==> src/rtl/axi_lite_lfsr_seed_ctrl.sv <==
// Serial seed-load / peek controller for the AXI4-Lite LFSR subordinate.
// Shifts DataWidth bits LSB-first and captures the state shifted out.
module axi_lite_lfsr_seed_ctrl #(
    parameter int DataWidth = 32
) (
    input  logic                 clk_i,
    input  logic                 rst_i,
    input  logic                 cmd_valid_i,
    output logic                 cmd_ready_o,
    input  logic [1:0]           cmd_target_i,
    input  logic                 cmd_peek_i,
    input  logic [DataWidth-1:0] cmd_seed_i,
    output logic                 rsp_valid_o,
    input  logic                 rsp_ready_i,
    output logic [DataWidth-1:0] rsp_state_o,
    output logic                 w_ser_en_o,
    output logic                 w_ser_data_o,
    input  logic                 w_ser_data_i,
    output logic                 r_ser_en_o,
    output logic                 r_ser_data_o,
    input  logic                 r_ser_data_i,
    input  logic                 r_ready_i
);
    localparam int KW = $clog2(DataWidth);
    localparam logic [KW-1:0] KLast = KW'(DataWidth - 1);

    typedef enum logic [1:0] {
        IDLE,
        RWAIT,
        SHIFT,
        DONE
    } state_e;

    state_e               r_state;
    state_e               w_next;
    logic [1:0]           r_tgt;
    logic                 r_peek;
    logic [DataWidth-1:0] r_seed;
    logic [DataWidth-1:0] r_cap;
    logic [KW-1:0]        r_k;
    logic                 w_accept;
    logic                 w_last;
    logic                 w_sel_in;
    logic                 w_seed_bit;

    assign w_accept   = cmd_valid_i & (r_state == IDLE);
    assign w_last     = (r_k == KLast);
    // The W side is reported whenever it is selected.
    assign w_sel_in   = r_tgt[0] ? w_ser_data_i : r_ser_data_i;
    assign w_seed_bit = r_seed[r_k];

    // State register
    always_ff @(posedge clk_i) begin
        if (rst_i) begin
            r_state <= IDLE;
        end else begin
            r_state <= w_next;
        end
    end

    // Next-state logic; an R target waits for a completed R handshake
    // so that the LFSR's r_valid never drops while a beat is pending.
    always_comb begin
        w_next = r_state;
        unique case (r_state)
            IDLE: begin
                if (cmd_valid_i) begin
                    if (cmd_target_i == 2'b00) begin
                        w_next = DONE;
                    end else if (cmd_target_i[1]) begin
                        w_next = RWAIT;
                    end else begin
                        w_next = SHIFT;
                    end
                end
            end
            RWAIT: begin
                if (r_ready_i) begin
                    w_next = SHIFT;
                end
            end
            SHIFT: begin
                if (w_last) begin
                    w_next = DONE;
                end
            end
            DONE: begin
                if (rsp_ready_i) begin
                    w_next = IDLE;
                end
            end
            default: w_next = IDLE;
        endcase
    end

    // Command capture, bit counter and capture of the shifted-out state
    always_ff @(posedge clk_i) begin
        if (rst_i) begin
            r_tgt  <= '0;
            r_peek <= 1'b0;
            r_seed <= '0;
            r_cap  <= '0;
            r_k    <= '0;
        end else if (w_accept) begin
            r_tgt  <= cmd_target_i;
            r_peek <= cmd_peek_i;
            r_seed <= cmd_seed_i;
            r_cap  <= '0;
            r_k    <= '0;
        end else if (r_state == SHIFT) begin
            r_cap  <= {w_sel_in, r_cap[DataWidth-1:1]};
            r_k    <= r_k + KW'(1);
        end
    end

    // Outputs decoded from registered state only; peek recirculates
    always_comb begin
        cmd_ready_o  = (r_state == IDLE);
        rsp_valid_o  = (r_state == DONE);
        rsp_state_o  = (r_state == DONE) ? r_cap : '0;
        w_ser_en_o   = 1'b0;
        w_ser_data_o = 1'b0;
        r_ser_en_o   = 1'b0;
        r_ser_data_o = 1'b0;
        if (r_state == SHIFT) begin
            w_ser_en_o   = r_tgt[0];
            r_ser_en_o   = r_tgt[1];
            w_ser_data_o = r_tgt[0] &
                           (r_peek ? w_ser_data_i : w_seed_bit);
            r_ser_data_o = r_tgt[1] &
                           (r_peek ? r_ser_data_i : w_seed_bit);
        end
    end
endmodule

==> config.mk <==
export PLATFORM = sky130hd
export DESIGN_NAME = axi_lite_lfsr_seed_ctrl
export DESIGN_NICKNAME = d
export VERILOG_FILES = /design/src/rtl/axi_lite_lfsr_seed_ctrl.sv
export SDC_FILE = /design/constraint.sdc
export NUM_CORES = 1
export LEC_CHECK = 0
export CAP_MARGIN = 20
export CORE_MARGIN = 2
export CORE_UTILIZATION = 40
export DETAILED_ROUTE_END_ITERATION = 16
export PLACE_DENSITY = 0.63
export SKIP_CTS_REPAIR_TIMING = 1
export SYNTH_ARGS = -nofsm -noshare
export SYNTH_HDL_FRONTEND = slang
export SYNTH_SLANG_ARGS = --single-unit
==> constraint.sdc <==
create_clock -name clk_i -period 2.45 [get_ports clk_i]
set_input_delay 0.3675 -clock clk_i [delete_from_list [all_inputs] [get_ports clk_i]]
set_output_delay 0.3675 -clock clk_i [all_outputs]
set_load 0.005 [all_outputs]
==> results.toml, run 1 <==
[outcome]
status = "finished clean"

[worst_setup_path]
cp_max_fo = 4
reg2reg_depth = 7
r2r_setup_slack_ps = 540
cp_data_required_time_ps = 2080
crit_path_start = "r_k[1]"
critPathCapture = "r_ser_data_o"
criticalPathCategory = "reg -> out"
crit_arrival_ps = 2020
crit_path_start_kind = "flip-flop"
reg2reg_from = "r_k[3]"
endpoint_kind = "output pin"
timing.rr.end = "r_state[0]"

[sta]
worst_slew_pin_slew_ps = 598.3
min_period_over_period = 0.9735
max_freq_ghz = 0.4193
slew_headroom = 0.6011
finalClockSkew_ps = 10.38
setup_violations = 0
min_period_ps = 2385
whs_ps = 455.2
hold_viol = 0
rsz0062_at_grt = "true"
slew_viol_final = 0

[drt]
via_per_inst = 4.849
drt.antenna.violating_nets = 0
routed_wl_mm = 7.032
num_vias = 2725
drc = 0
drt-pass1-iter-count = 4
drt_iter0_markers = 62
wl_per_cell_um = 12.51

[grt]
grt_max_degree = 40
antenna_found_initial = 0
grt_pass1_vias = 2579
use_met3 = 0.03241
busiest_layer = "met2"
grt_overflow = 0
grt_pass1_wl_mm = 11.51
met1_usage = 0.2031
track_usage = 0.1623
grt_use_met2 = 0.2735

[power]
combPwrFrac = 0.304
p_int_mw = 2.413
static-leakage-power_nw = 1.684
p_clk_frac = 0.290
seq_power_share = 0.406
p_per_area_nw_per_um2 = 785.8
switching_share = 0.3152
vdd_ir_drop_max_uv = 451.5
p_sw_mw = 1.111

[clocking]
insertion_delay_ps = 340
cts_buffers = 9
h-tree-depth = 3
clkTransAtPathRegs_ps = 70
cts-root-buf = "clkbuf_8"
cts_num_sinks = 74
cts.path.max_buffers = 2
cts_tree = "done"

[die]
fp-row-count = 33
die_w_um = 95.20
coreArea_um2 = 8134
die_y_um = 95.20
initial_core_util = 0.4090
dieArea_um2 = 9063
pin_count = 80

[logic_synthesis]
yosysSeqAreaShare = 0.4453
synth_edf_count = 0
synth_warnings = 0
ys_ff_latch = 74
syn_area_um2 = 3327
avgSynthCellArea_um2 = 8.848
ys_types = 32
synth_cells = 376
synth-main-ff-cell = "dfxtp_1"
ys_async_sr_fraction = 0
syn-num-nets = 425

[layout]
final_area_um2 = 4484
fin_nets = 502
n_antenna_cell = 0
syn_to_final_growth_pct = 34.79
layout-drive-gt1-share = 0.1007
multi_input_area_um2 = 1730
seq_area_um2 = 1486
fillCellCount = 783

[place]
dp_hpwl_mm = 5.085
placed_area_um2 = 4238
portBuffers = 79
gp_congestion = 0.7671

[min_path]
hp-class = "reg -> reg"

[flow_run]
maxCapViolCount = 0
==> state kept, by name (all words and copies together) (netlist names) <==
name and flops:
r_cap 32, r_seed 32, r_k 5, r_state 2
r_tgt 2, r_peek 1
==> logic make-up after synthesis <==
logic type	count (synthesis)	synth area share
AND/OR/NAND/NOR	162	0.2204
adder cells (fa/ha/maj)	7	0.02632
multiplexers	48	0.1681
buffers and inverters	36	0.04475
XOR/XNOR	3	0.007899
flip-flops	74	0.4453
AO/OA/AOI/OAI	46	0.08725
==> power by group through the flow <==
stage               Combinational [mW]  Sequential [mW]  Clock, mW
floorplan                        0.784             1.42          0
global placement                  1.04             1.44          0
detailed placement                1.07             1.44          0
CTS                               1.07             1.42       1.05
global route                      1.19             1.45       1.10
finish                            1.07             1.43       1.02
==> cell usage after synthesis, types with 2 or more instances <==
cell type  instances  area, um2
nand3b_1           3      22.52
and2_1            33      206.5
clkbuf_1          19      71.32
xor2_1             2      17.52
a211oi_1           2      15.01
ha_1               7      87.58
a21oi_1           35      175.2
nand3_1            3      15.01
o41ai_2            2      32.53
nor2_1            41      153.9
nand4_1            2      12.51
dfxtp_1           74       1481
mux2i_1           42      420.4
buf_2              5      25.02
mux4_1             4      105.1
nand2_1           76      285.3
a31oi_1            2      12.51
inv_1             10      37.54
==> per-stage QoR <==
step	setup slack [ps]	power (mW)	instances	setup TNS, ps	utilization
2_1_floorplan	505.4	2.200	376	0	-
3_3_place_gp	-45.94	2.479	547	-80.92	0.5210
3_5_place_dp	-47.94	2.512	547	-76.87	0.5210
4_1_cts	-442.4	3.533	562	-5965	0.5476
5_1_grt	-23.90	3.737	562	-44.15	0.5513
6_report	64.95	3.524	562	0	0.5513
==> cells in the final DEF, fill, tap and decap left out, types with 2 or more instances in the layout <==
master	synthesis	routed
a211oi_1	2	2
a21oi_1	35	35
a31oi_1	2	2
and2_1	33	33
buf_4	0	12
bufinv_16	0	2
clkbuf_8	0	10
clkdlybuf4s50_1	0	77
clkinv_2	0	2
dfxtp_1	74	72
ha_1	7	5
inv_1	10	10
mux2i_1	42	42
mux4_2	1	4
nand2_1	76	75
nand3_1	3	3
nand3b_1	3	3
nand4_1	2	2
nor2_1	41	41
xor2_1	2	2
==> worst min path at each step <==
stage	depth (start not counted)	from	slack (ps)	end
final	2	r_seed[26]	460	r_seed[26]
after global routing	2	r_seed[26]	480	r_seed[26]
after CTS	2	r_seed[20]	460	r_seed[20]
after detailed placement	2	r_seed[20]	450	r_seed[20]
after global placement	2	r_tgt[1]	440	r_tgt[1]
after floorplan	2	r_seed[18]	430	r_seed[18]
==> critical path, cell delays in order (launching register included) <==
cell	delay [ps]
dfxtp_2	330
buf_6	120
mux4_2	490
mux2_4	280
nand2_2	60
and3_4	200
o41ai_2	80
clkbuf_2	120
==> metal layers <==
metal / vias to the layer above / share of wire
li1: 1395 / -
met1: 1268 / 0.47
met2: 57 / 0.48
met3: 5 / 0.042
met4: 0 / 0.0071
met5: - / 0
==> cell type report <==
| cell class | count | share of cell area |
|---|---|---|
| clock buffers | 10 | 0.03069 |
| flip-flops and latches | 74 | 0.3315 |
| clock inverters | 5 | 0.01758 |
| multi-input cells | 266 | 0.3859 |
| repair buffers | 92 | 0.1967 |
| inverters | 10 | 0.008371 |
| well taps | 105 | 0.02930 |
Power figures use the tool's default switching activity.
==> run 2: changes to the inputs <==
--- a/config.mk
+++ b/config.mk
@@ -6,10 +6,13 @@
 export NUM_CORES = 1
 export LEC_CHECK = 0
 export CAP_MARGIN = 20
+export CELL_PAD_IN_SITES_DETAIL_PLACEMENT = 0
+export CELL_PAD_IN_SITES_GLOBAL_PLACEMENT = 1
+export CORE_ASPECT_RATIO = 1.75
 export CORE_MARGIN = 2
-export CORE_UTILIZATION = 40
+export CORE_UTILIZATION = 37
 export DETAILED_ROUTE_END_ITERATION = 16
-export PLACE_DENSITY = 0.63
+export PLACE_DENSITY = 0.76
 export SKIP_CTS_REPAIR_TIMING = 1
 export SYNTH_ARGS = -nofsm -noshare
 export SYNTH_HDL_FRONTEND = slang
==> run 2 against run 1 <==
Flip-flop and latch count stayed put. Global-route usage is 0.56 points lower. Hold slack worse by 3.6 ps. Sequential power hardly changed. Critical path type unchanged. Critical endpoint is now w_ser_data_o. Clock power is 36% higher.
==> results.toml, run 2 (synthesis gave the netlist of run 1 again) <==
[outcome]
status = "finished clean"

[worst_setup_path]
crit_arrival_ps = 2000
cp_slowest_cell = "mux4_2"
crit_path_start_kind = "flip-flop"
r2r_setup_slack_ps = 520
timing.rr.end = "r_state[0]"
criticalPathCategory = "reg -> out"
crit_chain = "buf_6, mux4_2, mux2_4, nand2_1, and3_4, o41ai_2, clkbuf_2"
cp_max_fo = 3
reg2reg_from = "r_k[0]"
cp_slowest_stage_delay_ps = 480
endpoint_kind = "output pin"
cp_data_required_time_ps = 2080
crit_path_start = "r_k[1]"
reg2reg_depth = 8

[power]
p_int_mw = 2.728
combPwrFrac = 0.273
vdd_ir_drop_max_uv = 615.5
static-leakage-power_nw = 1.730
switching_share = 0.2964
p_per_area_nw_per_um2 = 844.8
seq_power_share = 0.367
p_clk_frac = 0.359
p_sw_mw = 1.150

[min_path]
hold_path_end = "r_seed[13]"
holdPathStages = 2
hp-class = "reg -> reg"
hold_start = "r_seed[13]"

[clocking]
cts_num_sinks = 74
cts_tree = "done"
cts_buffers = 9
cts-root-buf = "clkbuf_16"
insertion_delay_ps = 330
clkTransAtPathRegs_ps = 50
h-tree-depth = 3
cts.path.max_buffers = 2

[grt]
grt_pass1_vias = 2636
grt_max_degree = 40
track_usage = 0.1567
antenna_found_initial = 0
grt_overflow = 0
grt_pass1_wl_mm = 11.72

[layout]
n_antenna_cell = 0
layout-drive-gt1-share = 0.09649
final_common_cell = "clkdlybuf4s50_1"
largest_registers = "r_cap x32, r_seed x32, r_k x5"
final_util = 0.5260
fillCellCount = 851
fin_nets = 500
syn_to_final_growth_pct = 37.98
final_cell_mix = "77 x clkdlybuf4s50_1, 76 x nand2_1, 71 x dfxtp_1"

[sta]
slew_headroom = 0.5962
worst_slew_pin_slew_ps = 605.7
worst_slack_ps = 84.93
whs_ps = 451.6
min_period_ps = 2365
min_period_over_period = 0.9653
hold_viol = 0
max_freq_ghz = 0.4228
slew_viol_final = 0
setup_violations = 0
final.setup.tns_ps = 0
rsz0062_at_grt = "false"
finalClockSkew_ps = 4.106

[place]
preCtsSetupSlack_ps = -14.52
portBuffers = 79
dp_hpwl_mm = 5.079
gp_congestion = 0.8075

[die]
die_y_um = 129.4
pin_count = 80
fp-row-count = 45
coreArea_um2 = 8727
initial_core_util = 0.3812
die_w_um = 75.68
dieArea_um2 = 9796

[drt]
drc = 0
drt_iter0_markers = 70
via_per_inst = 4.707
routed_wl_mm = 7.091
wl_per_cell_um = 12.38
drt-pass1-iter-count = 4
drt.antenna.violating_nets = 0
num_vias = 2697

[flow_run]
maxCapViolCount = 0
[run 2: cell types whose count changed in the layout (fill, tap and decap cells not counted), sizes merged]
cell,before,now
clkbuf,11,12
buf,14,11
clkinv,3,4
[run 2: power groups by stage]
stage / clock [mW] / sequential (mW) / combinational, mW
6_report: 1.39 / 1.42 / 1.06
5_1_grt: 1.48 / 1.44 / 1.17
4_1_cts: 1.43 / 1.42 / 1.07
3_5_place_dp: 0 / 1.44 / 1.07
3_3_place_gp: 0 / 1.44 / 1.05
2_1_floorplan: 0 / 1.42 / 0.784
[run 2: worst max-delay path, delay by kind of cell (launching register included)]
| kind | cells | cell delay [ps] |
|---|---|---|
| AOI/OAI and AO/OA | 1 | 80 |
| buffers and inverters | 2 | 230 |
| DFF | 1 | 340 |
| muxes | 2 | 750 |
| and+or+nand+nor | 2 | 270 |
[run 2: routing by layer]
layer / vias up / share of wire / track usage
li1: 1393 / - / -
met2: 69 / 0.54 / 0.2742
met5: - / 0 / 0
met3: 10 / 0.038 / 0.02566
met1: 1225 / 0.40 / 0.1722
met4: 0 / 0.021 / 0.08978
[run 2: worst max-delay path by stage]
stage	depth (start not counted)	slack (ps)	end
6_report	7	80	w_ser_data_o
5_1_grt	7	7	w_ser_data_o
4_1_cts	6	-380	w_ser_data_o
3_5_place_dp	6	-10	w_ser_data_o
3_3_place_gp	6	5	w_ser_data_o
2_1_floorplan	6	510	r_ser_data_o
[run 2: stage by stage]
step	area (um2)	power [mW]	cells
after floorplan	3327	2.200	376
after global placement	4263	2.496	557
after detailed placement	4263	2.511	557
after CTS	4582	3.921	573
after global routing	4591	4.092	573
final	4591	3.878	573
[run 2: cell type report]
cell class                 count  area [um2]  share of cell area
tap                          117       146.4             0.03189
multi-input combinational    266        1704              0.3712
clock inverter                 6       80.08             0.01744
clock buffer                  10       239.0             0.05206
sequential                    74        1488              0.3241
inverter                      10       37.54            0.008177
timing repair buffer          90       895.9              0.1951
